<file path="config.mk">
export PLATFORM = sky130hd
export DESIGN_NAME = spi_tx_arbiter
export DESIGN_NICKNAME = d
export VERILOG_FILES = /design/src/rtl/spi_tx_arbiter.sv
export SDC_FILE = /design/constraint.sdc
export NUM_CORES = 1
export LEC_CHECK = 0
export CORE_ASPECT_RATIO = 0.8
export CORE_MARGIN = 1
export CORE_UTILIZATION = 30
export DETAILED_ROUTE_END_ITERATION = 8
export RECOVER_POWER = 25
export SLEW_MARGIN = 10
export SYNTH_ARGS = -nofsm -noshare
export SYNTH_HDL_FRONTEND = slang
export SYNTH_SLANG_ARGS = --single-unit
export TNS_END_PERCENT = 5
</file>
<file path="constraint.sdc">
create_clock -name clk_i -period 3.7 [get_ports clk_i]
set_input_delay 0.37 -clock clk_i [delete_from_list [all_inputs] [get_ports clk_i]]
set_output_delay 0.37 -clock clk_i [all_outputs]
set_load 0.03 [all_outputs]
</file>
<file path="src/rtl/spi_tx_arbiter.sv">
// spi_tx_arbiter
//   Two-requester word arbiter feeding a 32-bit SPI serializer through a
//   small word FIFO. Requesters A and B are granted alternately when both
//   are valid. A frame-sequencing FSM pops one word per frame, pulses
//   tx_req_o, waits for the serializer chip-select to go low (start) and
//   back high (done), then idles for GAP cycles. If the start does not
//   come within 8 cycles, the word is dropped and err_o is set sticky.
//
// Ports
//   clk_i, rst_ni            clock (rising edge), async active-low reset
//   a_valid_i/a_data_i/a_ready_o   requester A word handshake
//   b_valid_i/b_data_i/b_ready_o   requester B word handshake
//   tx_req_o, tx_data_o      one-cycle start pulse and word to serializer
//   tx_cs_i                  serializer chip-select (low = frame running)
//   busy_o                   FSM active or FIFO holding words
//   fifo_count_o             FIFO occupancy
//   words_sent_o             completed-frame counter (wrapping)
//   err_o                    sticky start-timeout flag
module spi_tx_arbiter #(
    parameter int unsigned DEPTH = 4,
    parameter int unsigned GAP   = 2
) (
    input  logic                       clk_i,
    input  logic                       rst_ni,
    input  logic                       a_valid_i,
    input  logic [31:0]                a_data_i,
    output logic                       a_ready_o,
    input  logic                       b_valid_i,
    input  logic [31:0]                b_data_i,
    output logic                       b_ready_o,
    output logic                       tx_req_o,
    output logic [31:0]                tx_data_o,
    input  logic                       tx_cs_i,
    output logic                       busy_o,
    output logic [$clog2(DEPTH):0]     fifo_count_o,
    output logic [15:0]                words_sent_o,
    output logic                       err_o
);
    localparam int unsigned AW = $clog2(DEPTH);
    localparam logic [AW:0] FULL_CNT = (AW+1)'(DEPTH);

    typedef enum logic [2:0] {
        S_IDLE,
        S_ISSUE,
        S_WAIT_START,
        S_WAIT_DONE,
        S_GAP_WAIT
    } state_t;

    state_t          r_state, w_state_nxt;

    logic [31:0]     r_mem [DEPTH];
    logic [AW-1:0]   r_wr_ptr, r_rd_ptr;
    logic [AW:0]     r_count;
    logic            r_prio_b;      // 0: A wins a tie, 1: B wins a tie
    logic [31:0]     r_tx_data;
    logic [2:0]      r_to_cnt;
    logic [3:0]      r_gap_cnt;
    logic [15:0]     r_words_sent;
    logic            r_err;

    logic            w_full, w_empty;
    logic            w_a_xfer, w_b_xfer, w_push, w_pop;
    logic [31:0]     w_push_data;
    logic            w_to_clr, w_to_inc, w_err_set, w_sent_inc, w_gap_load, w_gap_dec;

    // ---------------------------------------------------------------- arbiter
    assign w_full  = (r_count == FULL_CNT);
    assign w_empty = (r_count == '0);

    assign a_ready_o = !w_full && (!b_valid_i || !r_prio_b);
    assign b_ready_o = !w_full && (!a_valid_i ||  r_prio_b);

    // Ready terms are mutually exclusive when both are valid, so at most
    // one transfer happens per cycle.
    assign w_a_xfer    = a_valid_i && a_ready_o;
    assign w_b_xfer    = b_valid_i && b_ready_o;
    assign w_push      = w_a_xfer || w_b_xfer;
    assign w_push_data = w_a_xfer ? a_data_i : b_data_i;

    always_ff @(posedge clk_i or negedge rst_ni) begin
        if (!rst_ni) begin
            r_prio_b <= 1'b0;
        end else if (w_a_xfer) begin
            r_prio_b <= 1'b1;
        end else if (w_b_xfer) begin
            r_prio_b <= 1'b0;
        end
    end

    // ------------------------------------------------------------------- FIFO
    always_ff @(posedge clk_i) begin
        if (w_push) begin
            r_mem[r_wr_ptr] <= w_push_data;
        end
    end

    always_ff @(posedge clk_i or negedge rst_ni) begin
        if (!rst_ni) begin
            r_wr_ptr <= '0;
            r_rd_ptr <= '0;
            r_count  <= '0;
        end else begin
            if (w_push) begin
                r_wr_ptr <= r_wr_ptr + 1'b1;
            end
            if (w_pop) begin
                r_rd_ptr <= r_rd_ptr + 1'b1;
            end
            case ({w_push, w_pop})
                2'b10:   r_count <= r_count + 1'b1;
                2'b01:   r_count <= r_count - 1'b1;
                default: r_count <= r_count;
            endcase
        end
    end

    // -------------------------------------------------------------------- FSM
    always_ff @(posedge clk_i or negedge rst_ni) begin
        if (!rst_ni) begin
            r_state <= S_IDLE;
        end else begin
            r_state <= w_state_nxt;
        end
    end

    always_comb begin
        w_state_nxt = r_state;
        w_pop       = 1'b0;
        w_to_clr    = 1'b0;
        w_to_inc    = 1'b0;
        w_err_set   = 1'b0;
        w_sent_inc  = 1'b0;
        w_gap_load  = 1'b0;
        w_gap_dec   = 1'b0;
        tx_req_o    = 1'b0;
        case (r_state)
            S_IDLE: begin
                if (!w_empty) begin
                    w_pop       = 1'b1;
                    w_state_nxt = S_ISSUE;
                end
            end
            S_ISSUE: begin
                tx_req_o    = 1'b1;
                w_to_clr    = 1'b1;
                w_state_nxt = S_WAIT_START;
            end
            S_WAIT_START: begin
                if (!tx_cs_i) begin
                    w_state_nxt = S_WAIT_DONE;
                end else if (r_to_cnt == 3'd7) begin
                    // eighth cycle without a start: give up on this word
                    w_err_set   = 1'b1;
                    w_gap_load  = 1'b1;
                    w_state_nxt = S_GAP_WAIT;
                end else begin
                    w_to_inc = 1'b1;
                end
            end
            S_WAIT_DONE: begin
                if (tx_cs_i) begin
                    w_sent_inc  = 1'b1;
                    w_gap_load  = 1'b1;
                    w_state_nxt = S_GAP_WAIT;
                end
            end
            S_GAP_WAIT: begin
                // GAP of 0 or 1 both spend a single cycle here
                if (r_gap_cnt <= 4'd1) begin
                    w_state_nxt = S_IDLE;
                end else begin
                    w_gap_dec = 1'b1;
                end
            end
            default: begin
                w_state_nxt = S_IDLE;
            end
        endcase
    end

    // --------------------------------------------------------------- datapath
    always_ff @(posedge clk_i or negedge rst_ni) begin
        if (!rst_ni) begin
            r_tx_data    <= '0;
            r_to_cnt     <= '0;
            r_gap_cnt    <= '0;
            r_words_sent <= '0;
            r_err        <= 1'b0;
        end else begin
            if (w_pop) begin
                r_tx_data <= r_mem[r_rd_ptr];
            end
            if (w_to_clr) begin
                r_to_cnt <= '0;
            end else if (w_to_inc) begin
                r_to_cnt <= r_to_cnt + 1'b1;
            end
            if (w_gap_load) begin
                r_gap_cnt <= 4'(GAP);
            end else if (w_gap_dec) begin
                r_gap_cnt <= r_gap_cnt - 1'b1;
            end
            if (w_sent_inc) begin
                r_words_sent <= r_words_sent + 1'b1;
            end
            if (w_err_set) begin
                r_err <= 1'b1;
            end
        end
    end

    assign tx_data_o    = r_tx_data;
    assign words_sent_o = r_words_sent;
    assign err_o        = r_err;
    assign fifo_count_o = r_count;
    assign busy_o       = (r_state != S_IDLE) || !w_empty;

endmodule
</file>
# Word level (Yosys, flattened, before mapping)
# Memories as Yosys holds them, arrays and structs flattened. A register that Yosys moved wholly into a read port is not among the register bits.
# Index checks and enable logic that the tools add are counted.
# word_totals
ff_bits,35
latch_bits,0
mem_bits_rw,128
mem_bits_ro,0
input_bits,69
memories,1
# memory_table
memory,words,width,rd,rd_clocked_by_memory_dff,write_ports,line_no,rtl
r_mem,4,32,1,1,1,52,logic [31:0] r_mem [DEPTH];
# classes
add_sub_neg,7
n_mul,0
div,0
magnitude_cmp,1
eq_ne,12
n_shift,0
n_mux,30
bitwise_logic,0
reduce_logical,22
# op_table
op,n
32-bit two-way mux,1
3-bit two-way mux,7
1-bit two-way mux,17
"16-bit by 1-bit adder with 16-bit output, second input constant",1
3-bit one-hot mux with 5 select lines,1
"3-bit equality test, second input constant",3
4-bit two-way mux,2
2-bit nonzero test,4
"3-bit by 1-bit adder with 3-bit output, second input constant",2
"3-bit by 2-bit equality test with 1-bit output, second input constant",2
1-bit zero test,6
3-bit zero test,2
"2-bit inequality test, second input constant",3
3-bit one-hot mux with 2 select lines,1
"2-bit by 1-bit adder with 2-bit output, second input constant",2
"4-bit by 1-bit <= comparator with 1-bit output, second input constant",1
1-bit logical AND,4
1-bit logical OR,4
4-bit AND reduction,1
"4-bit by 1-bit subtractor with 4-bit output, second input constant",1
"3-bit by 1-bit equality test with 1-bit output, second input constant",1
"3-bit inequality test, second input constant",1
3-bit nonzero test,1
"3-bit by 1-bit subtractor with 3-bit output, second input constant",1
other kinds (3),3

# Longest topological paths before layout
# depth
ltp_word,7
ltp_mapped,9

# Least setup slack after synthesis
# OpenSTA, ideal clock, no wires.
# synth_timing
kind,register -> register
startpoint,register r_count[0] (netlist: fifo_count_o[0])
endpoint,register r_count[2] (netlist: fifo_count_o[2])
setup_ps,80
arrival_time_ps,2335
required_time_ps,3620
path_slack_ps,1284
stages_incl_launch_ff,10
synth_period_minus_slack_ps,2416
path_cell_list,dfrtp_1 -> nor3_1 -> nor4_4 -> buf_6 -> ha_1 -> inv_1 -> fa_1 -> xor2_1 -> nor2_1 -> xor2_1
# synth_lines
item,line_no,rtl
from (decl),54,logic [AW:0] r_count;
from (signal assigned),111,2'b10: r_count <= r_count + 1'b1;
from (signal assigned),112,2'b01: r_count <= r_count - 1'b1;
from (signal assigned),113,default: r_count <= r_count;
3-bit zero test *,69,assign w_empty = (r_count == '0);
1-bit two-way mux *,139,if (!w_empty) begin
1-bit two-way mux *,137,case (r_state)
named net w_pop,63,"logic w_a_xfer, w_b_xfer, w_push, w_pop;"
2-bit by 1-bit equality test with 1-bit output or 2-bit equality test (tied branches),110,"case ({w_push, w_pop})"
3-bit one-hot mux with 2 select lines or 2-bit nonzero test (tied branches),n/a,
# The timed path passes the listed nets; every way through them passes the cells marked *.
# A chain may end at the register's enable or synchronous reset.

# Worst setup path after layout
# layout_timing
startpoint,register r_state[0]
endpoint,output tx_req_o
# layout_via
elab_chain_len,2
# layout_lines
item,line_no,rtl
from (decl),50,"state_t r_state, w_state_nxt;"
from (signal assigned),123,r_state <= w_state_nxt;
3-bit by 1-bit equality test with 1-bit output,137,
1-bit two-way mux,137,
to (decl),31,"output logic tx_req_o,"
# Every way passes these cells.

==> flow_summary.html <==
<table>
<tr><th>Metric</th><th>Value</th></tr>
<tr><th colspan="2">Synth</th></tr>
<tr><td>Yosys warns</td><td>0</td></tr>
<tr><td>Total nets after synthesis</td><td>just over 500</td></tr>
<tr><td>Synthesized area divided by synthesized cell count</td><td>18.50 um^2</td></tr>
<tr><td>Compound-cell area share of the yosys netlist</td><td>1.024%</td></tr>
<tr><td>Multiplexer area fraction after synthesis</td><td>19.72%</td></tr>
<tr><td>Cell accounting for the most synthesized area</td><td>edfxtp_1</td></tr>
<tr><td>Area fraction in and, or, nand and nor cells after synthesis</td><td>4.453%</td></tr>
<tr><td>XOR/XNOR share of the synthesized area</td><td>2.483%</td></tr>
<tr><td>Seq cells post-synth</td><td>195</td></tr>
<tr><td>Count of unique library cells instantiated by Yosys</td><td>40</td></tr>
<tr><td>Synth Cell Area</td><td>8064 um^2</td></tr>
<tr><td>Sequential fraction of the synthesis area</td><td>68.46%</td></tr>
<tr><td>Post-synthesis adder-cell area fraction</td><td>1.800%</td></tr>
<tr><td>Cell types occupying the most area after synthesis</td><td>edfxtp_1, dfrtp_1, mux4_2</td></tr>
<tr><td>Cells after synthesis</td><td>436</td></tr>
<tr><td>Main combinational cell family by area after synthesis</td><td>multiplexers</td></tr>
<tr><td>Share of Yosys cell area claimed by the top area cell type</td><td>47.66%</td></tr>
<tr><th colspan="2">Worst setup path</th></tr>
<tr><td>CP endpoint kind</td><td>output pin</td></tr>
<tr><td>Cell-by-cell listing of the critical path</td><td>or3b_2 -&gt; inv_1 -&gt; clkdlybuf4s50_1</td></tr>
<tr><td>Total stage count of the critical path</td><td>3</td></tr>
<tr><td>Worst r2r path cells</td><td>4</td></tr>
<tr><td>Type of origin of the critical path</td><td>flop</td></tr>
<tr><td>Data required time of the worst path</td><td>3.33 ns</td></tr>
<tr><td>Critical Path Max Stage Delay</td><td>0.66 ns</td></tr>
<tr><td>Crit path DAT</td><td>about 2.3 ns</td></tr>
<tr><td>Worst-path fanout max</td><td>10</td></tr>
<tr><td>Worst setup path class</td><td>reg -&gt; out</td></tr>
<tr><td>Reg-to-reg slack, setup</td><td>1.33 ns</td></tr>
<tr><td>WP buf/inv</td><td>2</td></tr>
<tr><td>Capturing element of the worst setup path</td><td>tx_req_o</td></tr>
<tr><td>Startpoint of the lowest-slack register-to-register path</td><td>fifo_count_o[0]</td></tr>
<tr><td>Reg2reg end</td><td>r_mem[0][30]</td></tr>
<tr><td>CP max-delay cell</td><td>clkdlybuf4s50_1</td></tr>
<tr><td>Beginning of the critical path</td><td>r_state[0]</td></tr>
<tr><td>Family with the most delay on the worst path</td><td>buffers and inverters</td></tr>
<tr><th colspan="2">Finish</th></tr>
<tr><td>Total non-filler cell area in the finished layout</td><td>10180 um^2</td></tr>
<tr><td>Fill count</td><td>2428</td></tr>
<tr><td>Synthesis-to-finish area growth</td><td>26.25%</td></tr>
<tr><td>FF/Latch Area</td><td>5523 um^2</td></tr>
<tr><td>Total inserted antenna cells</td><td>0</td></tr>
<tr><td>Total area of multi-input combinational cells</td><td>2369 um^2</td></tr>
<tr><td>Fin nets</td><td>643</td></tr>
<tr><td>Fraction of layout instances using a drive strength above 1</td><td>about 25%</td></tr>
<tr><td>Utilization after layout</td><td>38.67%</td></tr>
<tr><th colspan="2">Timing</th></tr>
<tr><td>Final sum of negative setup slack</td><td>0 ns</td></tr>
<tr><td>Upper clock frequency limit</td><td>between 300 and 400 MHz</td></tr>
<tr><td>Normalized max-slew margin</td><td>-23.66%</td></tr>
<tr><td>Setup-failing EPs final</td><td>0</td></tr>
<tr><td>Unrepaired setup endpoints after global routing</td><td>no</td></tr>
<tr><td>Number of hold-slack violations in the final timing report</td><td>0</td></tr>
<tr><td>Slew of the pin with the lowest slew margin</td><td>1.855 ns</td></tr>
<tr><td>Final Cycle Share</td><td>between 70% and 80%</td></tr>
<tr><td>Final Slew Violations</td><td>68</td></tr>
<tr><td>Final-layout worst hold slack</td><td>around 0.43 ns</td></tr>
<tr><td>Final min period</td><td>around 2.6 ns</td></tr>
<tr><td>Max Clock Skew</td><td>0.01686 ns</td></tr>
<tr><th colspan="2">Pwr</th></tr>
<tr><td>Ratio of total power to cell area</td><td>837.6 nW/um^2</td></tr>
<tr><td>Leak</td><td>3.725 nW</td></tr>
<tr><td>VDD IR-drop max</td><td>roughly 400 uV</td></tr>
<tr><td>Total power of the final layout</td><td>about 8.5 mW</td></tr>
<tr><th colspan="2">Global routing</th></tr>
<tr><td>Wire length of the first global-routing pass</td><td>25650 um</td></tr>
<tr><td>Overflow left after global routing</td><td>0</td></tr>
<tr><td>Via count of the first global-routing pass</td><td>between 4000 and 5000</td></tr>
<tr><td>Initial antenna violation count</td><td>0</td></tr>
<tr><td>GR Util All Layers</td><td>roughly an eighth</td></tr>
<tr><td>Maximum number of pins on one net before global-route repair</td><td>68</td></tr>
<tr><th colspan="2">Clocking</th></tr>
<tr><td>Clock Tree Buf Depth</td><td>2</td></tr>
<tr><td>Post-CTS resize count</td><td>0</td></tr>
<tr><td>Number of clock sinks seen by CTS</td><td>a little under 200</td></tr>
<tr><td>CTS tree</td><td>yes</td></tr>
<tr><td>Clk_lat worst skew</td><td>0.44 ns</td></tr>
<tr><td>Number of setup buffers added after CTS</td><td>0</td></tr>
<tr><td>Clk pin slew, worst setup/hold paths</td><td>0.08 ns</td></tr>
<tr><td>Number of hold-repair buffers added at the cts stage</td><td>0</td></tr>
<tr><td>Level count of the clock H-tree</td><td>4</td></tr>
<tr><td>Clk Tree Root Cell</td><td>clkbuf_16</td></tr>
<tr><td>Clock buffers created by TritonCTS</td><td>17</td></tr>
<tr><th colspan="2">Detailed routing</th></tr>
<tr><td>First-pass iteration count of the detailed router</td><td>7</td></tr>
<tr><td>Detailed router's first-iteration violation count</td><td>roughly 270</td></tr>
<tr><td>Vias after detailed routing</td><td>4181</td></tr>
<tr><td>Post-detailed-route DRC marker count</td><td>0</td></tr>
<tr><td>Post-detailed-route count of antenna-violating nets</td><td>0</td></tr>
<tr><td>Mean routed wirelength per cell</td><td>17.89 um</td></tr>
<tr><td>Post-Route WL</td><td>16690 um</td></tr>
<tr><td>Vias per cell</td><td>4.481</td></tr>
<tr><th colspan="2">Placement</th></tr>
<tr><td>Routability-driven placement congestion ratio</td><td>slightly above 0.7</td></tr>
<tr><td>Post-DP HPWL</td><td>10500 um</td></tr>
<tr><td>Placed cell areas</td><td>between 9000 and 10000 um^2</td></tr>
<tr><td>Number of port buffers</td><td>124</td></tr>
<tr><th colspan="2">Die</th></tr>
<tr><td>Total Die Area</td><td>27540 um^2</td></tr>
<tr><td>Placeable core area</td><td>26330 um^2</td></tr>
<tr><td>Initial standard-cell utilization of the core</td><td>30.63%</td></tr>
<tr><td>Count of boundary I/O pins</td><td>125</td></tr>
<tr><td>Die H</td><td>between 100 and 150 um</td></tr>
<tr><td>Number of rows in the core area</td><td>53</td></tr>
<tr><td>Horiz. Die Dim</td><td>185.3 um</td></tr>
<tr><th colspan="2">Hold path</th></tr>
<tr><td>Hold Crit Class</td><td>in -&gt; async</td></tr>
<tr><th colspan="2">Run status</th></tr>
<tr><td>Outcome</td><td>complete, but fails checks</td></tr>
<tr><td>Violations in the final reports</td><td>max-capacitance violations, max-slew violations</td></tr>
<tr><th colspan="2">Run</th></tr>
<tr><td>Max-Cap Viols</td><td>1</td></tr>
</table>
placed cells by master (no fill, tap or decap), types with 4 or more instances in the layout:
cell / n
and2_2: 4
and3_1: 4
clkbuf_16: 17
clkdlybuf4s50_1: 104
clkinv_4: 4
dfrtp_1: 65
dlygate4sd3_1: 19
edfxtp_1: 128
ha_1: 10
inv_1: 10
mux2_2: 39
mux2_4: 26
mux2i_1: 4
mux4_2: 32
nand2_1: 13
nand3_1: 5
nand4_1: 4
nor2_1: 15
nor3_1: 5
o21ai_0: 7
xnor2_1: 11
xor2_1: 10
worst register-to-register path: stages, from the launching register on:
cell and delay, ns:
dfrtp_1 0.43, nor3b_1 0.34, a21oi_1 0.12, nand2_2 0.71, mux2_2 0.50
per-stage QoR:
step / setup WS (ns) / cells
floorplan: 1.284 / 436
global placement: 1.259 / 901
detailed placement: 1.199 / 901
CTS: 1.054 / 933
global route: 0.9408 / 933
finish: 1.076 / 933
Yosys cell counts (all sizes together):
cell	n
edfxtp	128
dfrtp	67
mux2	65
mux4	32
nand2	15
nor2	15
buf	14
xnor2	12
ha	10
inv	10
xor2	10
o21ai	7
clkbuf	5
nand3	5
nor3	5
and2	4
and3	4
mux2i	4
nand4	4
a21oi	3
nand3b	2
nor3b	2
or3	2
a211o	1
and4	1
and4b	1
fa	1
nand2b	1
nor2b	1
nor4	1
o21bai	1
o311ai	1
or2	1
or3b	1
worst min path at each step:
| stage | slack [ns] | endpoint | start | depth (start not counted) |
|---|---|---|---|---|
| 6_report | 0.43 | r_state[2] | rst_ni | 1 |
| 5_1_grt | 0.50 | words_sent_o[15] | words_sent_o[15] | 1 |
| 4_1_cts | 0.12 | r_state[2] | rst_ni | 1 |
| 3_5_place_dp | 0.46 | err_o | err_o | 1 |
| 3_3_place_gp | 0.46 | err_o | err_o | 1 |
| 2_1_floorplan | 0.07 | err_o | rst_ni | 0 |
logic make-up (layout without fill, tap and decap cells):
group,after synthesis,after routing
AOI/OAI and AO/OA,13,13
xor gates and xnor gates,22,22
adders and majority gates,11,11
buffers and inverters,29,169
DFF,195,195
muxes,101,101
and+or+nand+nor,65,65
per-layer routing:
metal / vias to the layer above / wire length, um / track usage [%]
met5: - / 0 / 0
met3: 14 / 882 / 3.771
met4: 0 / 172 / 3.471
met1: 2137 / 7485 / 16.84
li1: 1914 / - / -
met2: 116 / 8155 / 20.60
layout make-up:
type / instances / area share, %
clock buffers: 18 / 4.215
clock inverters: 14 / 1.192
inverters: 10 / 0.3687
multi-input cells: 212 / 23.26
flip-flops and latches: 195 / 54.25
well taps: 357 / 4.387
repair buffers: 127 / 12.33
registers in the layout, indices dropped and copies added, names as in the netlist:
signal,count
r_wr_ptr,2
r_rd_ptr,2
words_sent_o,16
r_prio_b,1
tx_data_o,32
r_mem,128
r_state,3
fifo_count_o,3
r_to_cnt,3
err_o,1
r_gap_cnt,4
power breakdown:
group	switching (mW)	total, mW	internal, mW	leakage (nW)
clock	0.844	1.73	0.882	0.261
sequential	0.484	3.69	3.20	2.01
combinational	1.56	3.12	1.56	1.45
Note: power is estimated with default switching activity, not from simulation.
